<file path="src/rtl/cmd_pkg.sv">
// Shared command-interface definitions: opcodes, one-hot command bit positions
// and the state set of the result return path.
package cmd_pkg;

  localparam logic [2:0] OP_WRITE = 3'b001;
  localparam logic [2:0] OP_READ  = 3'b010;
  localparam logic [2:0] OP_SUM   = 3'b011;
  localparam logic [2:0] OP_AVG   = 3'b100;
  localparam logic [2:0] OP_EUC   = 3'b101;
  localparam logic [2:0] OP_MAN   = 3'b110;
  localparam logic [2:0] OP_DOT   = 3'b111;

  localparam int CMD_WRITE = 0;
  localparam int CMD_READ  = 1;
  localparam int CMD_SUM   = 2;
  localparam int CMD_AVG   = 3;
  localparam int CMD_EUC   = 4;
  localparam int CMD_MAN   = 5;
  localparam int CMD_DOT   = 6;
  localparam int CMD_W     = 7;

  typedef enum logic [2:0] {
    TX_IDLE,
    TX_FETCH,
    TX_LATCH,
    TX_SEND,
    TX_GUARD,
    TX_WAIT_TX,
    TX_NEXT,
    TX_DONE
  } tx_state_t;

  function automatic int max_int(input int a, input int b);
    return (a > b) ? a : b;
  endfunction

endpackage

</file>
<file path="src/rtl/result_tx_sequencer_byte_serializer.sv">
// Streams a left-aligned word MSB byte first into a UART transmitter, one
// SEND/GUARD/WAIT_TX handshake per byte.
module byte_serializer
  import cmd_pkg::*;
#(
  parameter int DATA_W = 32,
  parameter int CNT_W  = $clog2(DATA_W / 8 + 1)
) (
  input  logic              clk,
  input  logic              rst,
  input  logic              load,
  input  logic [DATA_W-1:0] load_data,
  input  logic [CNT_W-1:0]  n_bytes,
  input  logic              tx_busy,
  output logic              tx_start,
  output logic [7:0]        tx_data,
  output logic              ready,
  output logic              last
);

  tx_state_t         state;
  logic [DATA_W-1:0] shift_q;
  logic [CNT_W-1:0]  cnt_q;

  assign ready = (state == TX_IDLE);
  // Final byte has left the UART this cycle; lets the sequencer move on without a bubble.
  assign last  = (state == TX_WAIT_TX) && !tx_busy && (cnt_q == '0);

  // NOTE: sequential state uses non-blocking assignments so every register samples pre-edge values.
  always_ff @(posedge clk or posedge rst) begin
    if (rst) begin
      state    <= TX_IDLE;
      shift_q  <= '0;
      cnt_q    <= '0;
      tx_start <= 1'b0;
      tx_data  <= '0;
    end else begin
      tx_start <= 1'b0;
      case (state)
        TX_IDLE: begin
          if (load) begin
            shift_q <= load_data;
            cnt_q   <= n_bytes;
            state   <= TX_SEND;
          end
        end
        TX_SEND: begin
          if (!tx_busy) begin
            tx_start <= 1'b1;
            tx_data  <= shift_q[DATA_W-1 -: 8];
            state    <= TX_GUARD;
          end
        end
        // The UART raises tx_busy a cycle late, so it is not looked at here.
        TX_GUARD: begin
          shift_q <= shift_q << 8;
          cnt_q   <= cnt_q - 1'b1;
          state   <= TX_WAIT_TX;
        end
        TX_WAIT_TX: begin
          if (!tx_busy) state <= (cnt_q == '0) ? TX_IDLE : TX_SEND;
        end
        default: state <= TX_IDLE;
      endcase
    end
  end

endmodule

</file>
<file path="src/rtl/result_tx_sequencer.sv">
// Result return path: streams a scalar or a BRAM-resident vector to the host
// through the UART and pulses done for the command decoder.
module result_tx_sequencer
  import cmd_pkg::*;
#(
  parameter int N_ELEMS  = 1024,
  parameter int ELEM_W   = 16,
  parameter int SCALAR_W = 32,
  parameter int ADDR_W   = $clog2(N_ELEMS)
) (
  input  logic                clk,
  input  logic                rst,
  input  logic                start,
  input  logic                mode,
  input  logic [SCALAR_W-1:0] scalar_in,
  output logic                rd_en,
  output logic [ADDR_W-1:0]   rd_addr,
  input  logic [ELEM_W-1:0]   rd_data,
  output logic                tx_start,
  output logic [7:0]          tx_data,
  input  logic                tx_busy,
  output logic                busy,
  output logic                done
);

  localparam int DATA_W = max_int(ELEM_W, SCALAR_W);
  localparam int CNT_W  = $clog2(DATA_W / 8 + 1);
  localparam logic [CNT_W-1:0]  ELEM_BYTES   = CNT_W'(ELEM_W / 8);
  localparam logic [CNT_W-1:0]  SCALAR_BYTES = CNT_W'(SCALAR_W / 8);
  localparam logic [ADDR_W-1:0] LAST_ADDR    = ADDR_W'(N_ELEMS - 1);

  tx_state_t         state;
  logic              mode_q;
  logic              accept;
  logic              load;
  logic [DATA_W-1:0] load_data;
  logic [CNT_W-1:0]  n_bytes;
  logic              ser_ready;
  logic              ser_last;

  assign accept = (state == TX_IDLE) && start && ser_ready;

  // Words are left-aligned so the serializer always emits from its top byte.
  always_comb begin
    // NOTE: every always_comb output gets a default first so no path infers a latch.
    load      = 1'b0;
    load_data = DATA_W'(rd_data) << (DATA_W - ELEM_W);
    n_bytes   = ELEM_BYTES;
    if (state == TX_IDLE) begin
      load      = accept && mode;
      load_data = DATA_W'(scalar_in) << (DATA_W - SCALAR_W);
      n_bytes   = SCALAR_BYTES;
    end else if (state == TX_LATCH) begin
      load = 1'b1;
    end
  end

  // TX_SEND here covers the whole serializer handshake for the current word.
  always_ff @(posedge clk or posedge rst) begin
    if (rst) begin
      state   <= TX_IDLE;
      mode_q  <= 1'b0;
      rd_en   <= 1'b0;
      rd_addr <= '0;
      busy    <= 1'b0;
      done    <= 1'b0;
    end else begin
      rd_en <= 1'b0;
      done  <= 1'b0;
      case (state)
        TX_IDLE: begin
          if (accept) begin
            busy   <= 1'b1;
            mode_q <= mode;
            if (mode) begin
              state <= TX_SEND;
            end else begin
              rd_addr <= '0;
              rd_en   <= 1'b1;
              state   <= TX_FETCH;
            end
          end
        end
        TX_FETCH: state <= TX_LATCH;
        TX_LATCH: state <= TX_SEND;
        TX_SEND: begin
          if (ser_last) begin
            if (mode_q) begin
              busy  <= 1'b0;
              done  <= 1'b1;
              state <= TX_DONE;
            end else begin
              state <= TX_NEXT;
            end
          end
        end
        TX_NEXT: begin
          if (rd_addr == LAST_ADDR) begin
            busy  <= 1'b0;
            done  <= 1'b1;
            state <= TX_DONE;
          end else begin
            rd_addr <= rd_addr + 1'b1;
            rd_en   <= 1'b1;
            state   <= TX_FETCH;
          end
        end
        TX_DONE: state <= TX_IDLE;
        default: state <= TX_IDLE;
      endcase
    end
  end

  byte_serializer #(
    .DATA_W (DATA_W),
    .CNT_W  (CNT_W)
  ) u_ser (
    .clk       (clk),
    .rst       (rst),
    .load      (load),
    .load_data (load_data),
    .n_bytes   (n_bytes),
    .tx_busy   (tx_busy),
    .tx_start  (tx_start),
    .tx_data   (tx_data),
    .ready     (ser_ready),
    .last      (ser_last)
  );

endmodule

</file>
<file path="config.mk">
export PLATFORM = sky130hd
export DESIGN_NAME = result_tx_sequencer
export DESIGN_NICKNAME = d
export VERILOG_FILES = /design/src/rtl/cmd_pkg.sv /design/src/rtl/result_tx_sequencer_byte_serializer.sv /design/src/rtl/result_tx_sequencer.sv
export SDC_FILE = /design/constraint.sdc
export NUM_CORES = 1
export LEC_CHECK = 0
export CAP_MARGIN = 30
export CORE_ASPECT_RATIO = 1.75
export CORE_MARGIN = 3
export CORE_UTILIZATION = 42
export CTS_CLUSTER_SIZE = 24
export DETAILED_ROUTE_END_ITERATION = 8
export PLACE_DENSITY = 0.69
export SETUP_SLACK_MARGIN = 0.05
export SKIP_LAST_GASP = 1
export SLEW_MARGIN = 10
export SYNTH_ARGS = -nofsm -noshare
export SYNTH_HDL_FRONTEND = slang
export SYNTH_SLANG_ARGS = --single-unit
</file>
<file path="constraint.sdc">
create_clock -name clk -period 2.2 [get_ports clk]
set_input_delay 0.22 -clock clk [delete_from_list [all_inputs] [get_ports clk]]
set_output_delay 0.22 -clock clk [all_outputs]
set_load 0.02 [all_outputs]
</file>
Yosys cells after proc, flatten, opt, wreduce, memory -nomap -nowiden
Index checks and enable logic that the tools add are counted.
{ "word_totals": {"regBits": 64, "latchBits": 0, "ram_bits": 0, "romBits": 0, "output_inout_bits": 22, "word_cells": 88, "mem_count": 0} }
{ "op_classes": {"addsub": 2, "n_mul": 0, "div_mod_pow": 0, "magnitude_cmp": 0, "eq_ne": 17, "n_shift": 0, "n_mux": 38, "n_bitwise": 1, "n_reduce_logical": 19} }
{ "op_table": {"columns": ["op", "n"], "rows": [
  ["two-way mux 32 bit", 2],
  ["one-hot mux 32 bit (2 select lines)", 1],
  ["two-way mux 10 bit", 3],
  ["two-way mux 3 bit", 8],
  ["one-hot mux 10 bit (2 select lines)", 1],
  ["inequality test 2 bit, second input constant", 9],
  ["two-way mux 1 bit", 15],
  ["one-hot mux 3 bit (5 select lines)", 1],
  ["one-hot mux 3 bit (4 select lines)", 1],
  ["adder 10 x 1 -> 10 bit, second input constant", 1],
  ["== test 10 bit, second input constant", 1],
  ["== test 3 x 2 -> 1 bit, second input constant", 3],
  ["== test 3 bit, second input constant", 3],
  ["zero test 3 bit", 3],
  ["AND reduction 2 bit", 4],
  ["one-hot mux 3 bit (2 select lines)", 1],
  ["logical AND 1 bit", 5],
  ["AND reduction 5 bit", 1],
  ["two-way mux 2 bit", 2],
  ["one-hot mux 1 bit (2 select lines)", 2],
  ["AND reduction 4 bit", 1],
  ["nonzero test 2 bit", 2],
  ["== test 3 x 1 -> 1 bit, second input constant", 1],
  ["one-hot mux 1 bit (3 select lines)", 1],
  ["5 further kinds", 5]
]} }

Logic depth before layout (Yosys ltp)
Gate-level depths: netlist of run 1.
{ "depth": {"depth_word": 7, "mapped_depth": 6} }

By module
From an unflattened synthesis of run 1, not the netlist that was laid out.
{ "hier_totals": {"cells_unflattened": 382, "hier_area_um2": 3464.6} }
{ "modules_own_cells": {"columns": ["mod", "n_inst", "cells_each", "area_per_inst_um2", "seq_area_each_um2"], "rows": [
  ["byte_serializer", 1, 222, 2253.4, 1176.1],
  ["result_tx_sequencer", 1, 160, 1211.2, 425.4]
]} }

Worst setup path after synthesis of run 1
Ideal clock, no wire load.
{ "synth_timing": {"path_type": "register -> register", "start": "register u_ser.state[2]", "end": "register u_ser.shift_q[16]", "setup_time_ns": 0.128, "arrival_time_ns": 1.902, "setup_slack_ns": 0.170, "stages_incl_launch_ff": 7, "cell_sequence": "dfrtp_1 buf_6 nor4b_1 nand3_1 a21boi_4 buf_6 mux2_1"} }
{ "synth_via": {"elab_chain_len": 6, "word_cells_on_any_way": 9} }
{ "synth_rtl": {"columns": ["item", "line_no", "text"], "rows": [
  ["start, declared", "result_tx_sequencer_byte_serializer.sv:21", "tx_state_t state;"],
  ["start signal, assigned", "result_tx_sequencer_byte_serializer.sv:61", "if (!tx_busy) state <= (cnt_q == '0) ? TX_IDLE : TX_SEND;"],
  ["zero test 3 bit", "result_tx_sequencer_byte_serializer.sv:25, result_tx_sequencer_byte_serializer.sv:39", null],
  ["logical AND 1 bit", "result_tx_sequencer.sv:41", "assign accept = (state == TX_IDLE) && start && ser_ready;"],
  ["logical AND 1 bit", "result_tx_sequencer.sv:50", "load = accept && mode;"],
  ["two-way mux 1 bit", "result_tx_sequencer.sv:49", "if (state == TX_IDLE) begin"],
  ["inequality test 2 bit (no source line)", null, null],
  ["AND reduction 2 bit (no source line)", null, null],
  ["end signal, assigned", "result_tx_sequencer_byte_serializer.sv:42", "shift_q <= load_data;"],
  ["end signal, assigned", "result_tx_sequencer_byte_serializer.sv:56", "shift_q <= shift_q << 8;"],
  ["end, declared", "result_tx_sequencer_byte_serializer.sv:22", "logic [DATA_W-1:0] shift_q;"]
]} }
Parallel ways exist; a longest one is shown, timed or not.
A chain may end at the register's enable or synchronous reset.

Worst setup path in the final report of run 1
{ "layout_timing": {"start": "register u_ser.state[2]", "end": "register rd_addr[2]"} }
{ "layout_via": {"elab_chain_len": 4} }
{ "layout_rtl": {"columns": ["item", "line_no", "text"], "rows": [
  ["zero test 3 bit", "result_tx_sequencer_byte_serializer.sv:25", "assign ready = (state == TX_IDLE);"],
  ["logical AND 1 bit", "result_tx_sequencer.sv:41", null],
  ["inequality test 2 bit (no source line)", null, null],
  ["AND reduction 4 bit (no source line)", null, null],
  ["end signal, assigned", "result_tx_sequencer.sv:103", "rd_addr <= rd_addr + 1'b1;"],
  ["end, declared", "result_tx_sequencer.sv:17", "output logic [ADDR_W-1:0] rd_addr,"]
]} }
Every way passes these cells.

==> run_results.csv, run 1 <==
group,metric,value,unit
layout,finalNetCount,461,
clock_network,clock_path_buffers,2,
sta,worstMarginPinSlew,0.455,ns
layout,nFillCells,627,
global_route,grt_use_met2,34.2,%
clock_network,cts_tree,"done",
yosys,synth_area,0.00322,mm²
layout,mostFrequentLayoutCells,"clkdlybuf4s50_1 (74), dfrtp_1 (64), nand2_1 (32)",
yosys,ys_seq_area_share,49.7,%
clock_network,cts.sinks,64,
die,die_x,72.2,µm
worst_setup_path,crit_path_end,"rd_addr[2]",
worst_setup_path,cp_data_arrival_time,2.08,ns
die,rows,41,
global_route,busiest_layer,"met2",
worst_setup_path,startpoint,"u_ser.state[2]",
placed_design,numPortBuffers,74,
worst_setup_path,cp-end-kind,"flip-flop",
layout,ff_latch_area,0.00160,mm²
outcome,status,"finished, final reports clean",
route,drc,0,
clock_network,cts-root-buf,"clkbuf_16",
worst_setup_path,regToRegEndpoint,"rd_addr[2]",
sta,fin_setup_tns,0,ns
layout,multi_input_area,0.00143,mm²
sta,hold_viol,0,
route,vias_per_cell,5.53,
flow_run,maxCapViolCount,0,
sta,clock.fmax,530,MHz
yosys,synth_ff_type,"dfrtp_1",
worst_hold_path,min_path_type,"in -> async",
worst_setup_path,reg2regPathDepth,5,
global_route,grt_max_degree,65,
clock_network,post-cts-setup-buffer-count,0,
worst_setup_path,worstSetupStartpointType,"flip-flop",
route,wire_per_inst,16.1,µm
yosys,yosys_register_bits,64,
clock_network,clkTransAtPathRegs,0.05,ns
global_route,first_global_vias,2729,
worst_setup_path,regToRegStartpoint,"u_ser.state[2]",
global_route,grt_pass1_wl,13.1,mm
die,io_pins,75,
sta,slew_headroom,69.7,%
clock_network,htreeDepth,3,
sta,grt_setup_unrepaired,"no",
sta,slew_violations,0,
worst_setup_path,worst-path-max-fanout,5,
placed_design,dpl.hpwl,5.65,mm
clock_network,cts-buffers-inserted,9,
die,start_util,43.9,%
pwr,powerDensity,809,mW/mm²
clock_network,worstSkewPairLatency,0.32,ns
global_route,grt_overflow_total,0,
global_route,met1_usage,22.0,%
worst_setup_path,crit_required,2.40,ns
die,die_y,122,µm
pwr,p_sw_share,24.3,%
layout,post-route-util,60.9,%
layout,final_common_cell,"clkdlybuf4s50_1",
yosys,yosys_warnings,0,
worst_setup_path,path_class,"reg -> reg",
sta,skew,0.00466,ns
route,vias,2743,
global_route,use_met3,4.29,%
yosys,synth_fp_nets,379,
yosys,avgSynthCellArea,9.98,µm²
sta,setup_viol,0,
worst_setup_path,ff2ff_setup_slack,0.31,ns
pwr,switchingPower,0.879,mW
placed_design,place.gp.congestion,0.811,
pwr,vdd_drop_max,0.000431,V
pwr,p_leak,1.95,nW
die,dieArea,0.00880,mm²
pwr,clkPwrFrac,40.9,%
sta,finalCriticalPeriod,1.89,ns
yosys,synth_cell_types,45,
route,ant_nets,0,
yosys,synth_edf_count,0,
yosys,synthArstFlopShare,100,%
die,core_area,0.00734,mm²
layout,area_delta_synth_final,38.7,%
pwr,seq_power_share,40.7,%
layout,final_layout_size_suffix_gt1_share,12.4,%
pwr,p_int,2.74,mW
global_route,grt_util_all_layers,19.5,%
pwr,p_comb_share,18.4,%
layout,n_antenna_cell,0,
route,routed_wl,8.01,mm
sta,timing.final.crit_share,85.7,%
yosys,syn_inst,323,
route,first_pass_iters,4,
global_route,grt_antenna_before_repair,0,
route,drtIter0Drc,183,
-- power by group through the flow --
stage | logic (mW) | clock network (mW) | registers, mW
6_report | 0.666 | 1.48 | 1.47
5_1_grt | 0.745 | 1.56 | 1.50
4_1_cts | 0.675 | 1.50 | 1.47
3_5_place_dp | 0.667 | 0 | 1.49
3_3_place_gp | 0.642 | 0 | 1.48
2_1_floorplan | 0.389 | 0 | 1.47
-- worst max-delay path: stages, from the launching register on --
cell and delay [ns]:
dfrtp_1 0.40, or4b_4 0.55, or3_1 0.41, buf_4 0.18
o211ai_1 0.10, o31ai_1 0.11
-- stage by stage --
step | hold slack [ns] | instance area (µm²) | std cells | worst slack (ns) | total power, mW
6_report | 0.284 | 4470 | 496 | 0.314 | 3.62
5_1_grt | 0.328 | 4470 | 496 | 0.175 | 3.81
4_1_cts | 0.299 | 4460 | 496 | 0.210 | 3.64
3_5_place_dp | 0.472 | 4150 | 480 | 0.0164 | 2.16
3_3_place_gp | 0.463 | 4150 | 480 | 0.0462 | 2.12
2_1_floorplan | 0.357 | 3220 | 323 | 0.170 | 1.86
-- how the worst min path moves through the flow --
stage | start | end | slack [ns] | cells past startpoint
2_1_floorplan | scalar_in[0] | u_ser.shift_q[0] | 0.36 | 2
3_3_place_gp | u_ser.shift_q[31] | u_ser.shift_q[31] | 0.46 | 1
3_5_place_dp | u_ser.shift_q[31] | u_ser.shift_q[31] | 0.47 | 1
4_1_cts | rst | u_ser.tx_start | 0.30 | 3
5_1_grt | rst | u_ser.tx_start | 0.33 | 3
6_report | rst | u_ser.tx_start | 0.28 | 3
-- kinds of logic (layout without fill, tap and decap cells) --
| logic type | count (synthesis) | in the layout | synth area share, % |
|---|---|---|---|
| mux | 34 | 34 | 11.5 |
| flops | 64 | 64 | 49.7 |
| simple gates | 90 | 90 | 14.3 |
| fa+ha+maj | 3 | 3 | 1.16 |
| buf+inv | 45 | 132 | 6.33 |
| compound gates | 87 | 87 | 17.0 |
-- sequential cells by signal, summed over array words and instances, names as in the netlist --
name            count
rd_addr            10
busy                1
rd_en               1
u_ser.tx_start      1
u_ser.shift_q      32
mode_q              1
done                1
state               3
u_ser.cnt_q         3
u_ser.state         3
u_ser.tx_data       8
-- per-layer routing --
layer | vias up | share of wire, %
met5 | - | 0
met4 | 0 | 1.9
met3 | 12 | 3.9
met2 | 82 | 56
met1 | 1343 | 38
li1 | 1306 | -
-- final cells by class --
cell class / instances / area share (%)
clock buffers: 14 / 6.35
clock inverters: 2 / 0.784
inverters: 25 / 2.10
multi-input cells: 214 / 32.0
flip-flops and latches: 64 / 35.8
well taps: 86 / 2.41
repair buffers: 91 / 20.5
-- cell usage after synthesis, drive strengths merged, types with 3 or more instances --
| cell | count | area share (%) |
|---|---|---|
| dfrtp | 64 | 50 |
| nor2 | 17 | 2.0 |
| nand3 | 6 | 0.93 |
| a22oi | 16 | 3.7 |
| a21oi | 31 | 4.8 |
| and3 | 4 | 0.78 |
| nor3 | 4 | 0.78 |
| or3 | 5 | 0.97 |
| a31oi | 3 | 0.58 |
| mux2 | 25 | 8.7 |
| o21ai | 15 | 2.3 |
| clkbuf | 12 | 1.4 |
| o31ai | 3 | 0.70 |
| nand2 | 32 | 3.7 |
| nor2b | 5 | 0.97 |
| buf | 8 | 2.0 |
| nand4 | 4 | 0.78 |
| ha | 3 | 1.2 |
| inv | 25 | 2.9 |
| mux2i | 9 | 2.8 |
| o22ai | 4 | 0.78 |
| a21o | 3 | 0.70 |
-- repair_timing --
item / in CTS / in global routing
resized for setup: 0 / 1
setup endpoints to repair: 0 / 1
hold buffers: 0 / 0
Note: power is estimated with default switching activity, not from simulation.
==> inputs of run 2 (changes only) <==
--- a/config.mk
+++ b/config.mk
@@ -13,7 +13,6 @@
 export DETAILED_ROUTE_END_ITERATION = 8
 export PLACE_DENSITY = 0.69
 export SETUP_SLACK_MARGIN = 0.05
-export SKIP_LAST_GASP = 1
 export SLEW_MARGIN = 10
 export SYNTH_ARGS = -nofsm -noshare
 export SYNTH_HDL_FRONTEND = slang
==> results of run 2 <==
No change in the layout: final DEF, timing and power equal those of run 1.
==> inputs of run 3 (changes only) <==
--- a/config.mk
+++ b/config.mk
@@ -12,7 +12,7 @@
 export CTS_CLUSTER_SIZE = 24
 export DETAILED_ROUTE_END_ITERATION = 8
 export PLACE_DENSITY = 0.69
-export SETUP_SLACK_MARGIN = 0.05
+export SETUP_SLACK_MARGIN = 0.3
 export SLEW_MARGIN = 10
 export SYNTH_ARGS = -nofsm -noshare
 export SYNTH_HDL_FRONTEND = slang
==> run_results.csv, run 3 (synthesized netlist as in run 1, its figures left out) <==
group,metric,value,unit
outcome,status,"finished, final reports clean",
worst_setup_path,worstSetupStartpointType,"flip-flop",
worst_hold_path,min_path_type,"in -> async",
layout,nFillCells,639,
sta,hold_viol,0,
layout,top_register,"u_ser.shift_q",
worst_setup_path,worst_path_largest_cell_delay,0.54,ns
global_route,grt_antenna_before_repair,0,
global_route,grt_max_degree,65,
route,vias,2688,
route,ant_nets,0,
global_route,grt_util_all_layers,19.6,%
sta,finalCriticalPeriod,1.81,ns
worst_setup_path,critPathBufInv,0,
pwr,clkPwrFrac,41.0,%
pwr,seq_power_share,40.6,%
global_route,grt_pass1_wl,13.4,mm
worst_setup_path,worstPathCellList,"or4b_4 -> or3_4 -> a22o_1 -> a21o_1",
die,core_area,0.00734,mm²
die,rows,41,
layout,mostFrequentLayoutCells,"clkdlybuf4s50_1 (74), dfrtp_1 (62), nand2_1 (32)",
sta,fin_ws,0.386,ns
die,die_x,72.2,µm
worst_setup_path,crit_family,"simple AND/OR/NAND/NOR gates",
global_route,grt_overflow_total,0,
placed_design,dp_worst_setup_slack,0.0870,ns
pwr,vdd_drop_max,0.000424,V
die,start_util,43.9,%
clock_network,worstSkewPairLatency,0.32,ns
sta,slew_violations,0,
worst_setup_path,path_depth,4,
placed_design,dpl.hpwl,5.55,mm
route,drtIter0Drc,122,
die,io_pins,75,
global_route,first_global_vias,2744,
layout,top_regs,"u_ser.shift_q (32), rd_addr (10), u_ser.tx_data (8)",
pwr,p_comb_share,18.4,%
die,dieArea,0.00880,mm²
pwr,p_int,2.77,mW
layout,final_common_cell,"clkdlybuf4s50_1",
clock_network,cts_hold_buf,0,
route,drc,0,
clock_network,htreeDepth,3,
route,routed_wl,8.03,mm
worst_setup_path,cp_data_arrival_time,2.03,ns
placed_design,numPortBuffers,74,
clock_network,clock_path_buffers,2,
clock_network,cts-buffers-inserted,9,
sta,skew,0.00399,ns
worst_setup_path,ff2ff_setup_slack,0.39,ns
worst_setup_path,reg2regPathDepth,4,
sta,setup_viol,0,
route,wire_per_inst,16.2,µm
clock_network,cts-root-buf,"clkbuf_16",
worst_setup_path,regToRegStartpoint,"u_ser.state[2]",
die,die_y,122,µm
worst_setup_path,crit_path_end,"rd_addr[7]",
pwr,powerDensity,806,mW/mm²
pwr,p_leak,1.97,nW
flow_run,maxCapViolCount,0,
layout,finalNetCount,462,
worst_setup_path,cp_slowest_cell,"or4b_4",
sta,timing.final.crit_share,82.5,%
pwr,p_sw_share,24.0,%
layout,final_layout_size_suffix_gt1_share,13.9,%
route,vias_per_cell,5.41,
layout,area_delta_synth_final,40.1,%
clock_network,clkTransAtPathRegs,0.05,ns
worst_setup_path,path_class,"reg -> reg",
placed_design,place.gp.congestion,0.854,
clock_network,cts.sinks,64,
worst_setup_path,crit_required,2.42,ns
sta,grt_setup_unrepaired,"no",
worst_setup_path,regToRegEndpoint,"rd_addr[7]",
sta,slew_headroom,75.8,%
pwr,switchingPower,0.876,mW
sta,clock.fmax,551,MHz
layout,n_antenna_cell,0,
worst_setup_path,worst-path-max-fanout,3,
worst_setup_path,startpoint,"u_ser.state[2]",
layout,largest_reg_flops,32,
sta,worstMarginPinSlew,0.359,ns
route,first_pass_iters,4,
sta,fin_setup_tns,0,ns
worst_setup_path,cp-end-kind,"flip-flop",
clock_network,cts_tree,"done",
-- run 3: area by class of cell --
cell class / count / area, µm² / area share [%]
Sequential cell: 64 / 1600 / 35.5
Multi-Input combinational cell: 214 / 1480 / 32.7
Timing Repair Buffer: 92 / 918 / 20.3
Clock buffer: 13 / 250 / 5.54
Tap cell: 86 / 108 / 2.38
Inverter: 25 / 93.8 / 2.08
Clock inverter: 3 / 65.1 / 1.44
-- run 3: worst min-delay path by stage --
stage | from | end | slack (ns)
after floorplan | scalar_in[0] | u_ser.shift_q[0] | 0.36
after global placement | u_ser.shift_q[31] | u_ser.shift_q[31] | 0.46
after detailed placement | u_ser.shift_q[27] | u_ser.shift_q[27] | 0.47
after CTS | rst | u_ser.tx_data[0] | 0.30
after global routing | rst | u_ser.tx_data[0] | 0.32
final | rst | u_ser.tx_data[0] | 0.29
-- run 3: worst min-delay path: stages --
cell and delay [ns]:
clkdlybuf4s50_1 0.41, inv_2 0.07, buf_12 0.30
-- run 3: per-stage QoR --
stage,hold WS [ns],area [µm²],std cells,util (%),power [mW]
2_1_floorplan,0.357,3250,323,-,1.87
3_3_place_gp,0.461,4140,479,56.4,2.11
3_5_place_dp,0.468,4140,479,56.4,2.14
4_1_cts,0.298,4450,495,60.7,3.66
5_1_grt,0.322,4520,497,61.6,3.83
6_report,0.287,4520,497,61.6,3.64
-- run 3: what timing repair did --
item	4_1_cts	5_1_grt
setup buffers	0	1
endpoints found under the setup margin	0	35
resized for setup	0	7
-- run 3: per-layer routing --
| metal | global-route usage, % | vias up | share of wire (%) | wire (µm) |
|---|---|---|---|---|
| met2 | 32.1 | 60 | 54 | 4360 |
| met3 | 4.29 | 13 | 3.6 | 291 |
| met1 | 24.4 | 1299 | 40 | 3220 |
| met5 | 0 | - | 0 | 0 |
| li1 | - | 1316 | - | - |
| met4 | 8.82 | 0 | 2.0 | 161 |
-- run 3: power by group through the flow --
| stage | clock [mW] | combinational [mW] | sequential, mW |
|---|---|---|---|
| after CTS | 1.53 | 0.658 | 1.47 |
| after detailed placement | 0 | 0.651 | 1.49 |
| after global placement | 0 | 0.630 | 1.48 |
| final | 1.49 | 0.672 | 1.48 |
| after global routing | 1.59 | 0.741 | 1.50 |
| after floorplan | 0 | 0.394 | 1.47 |
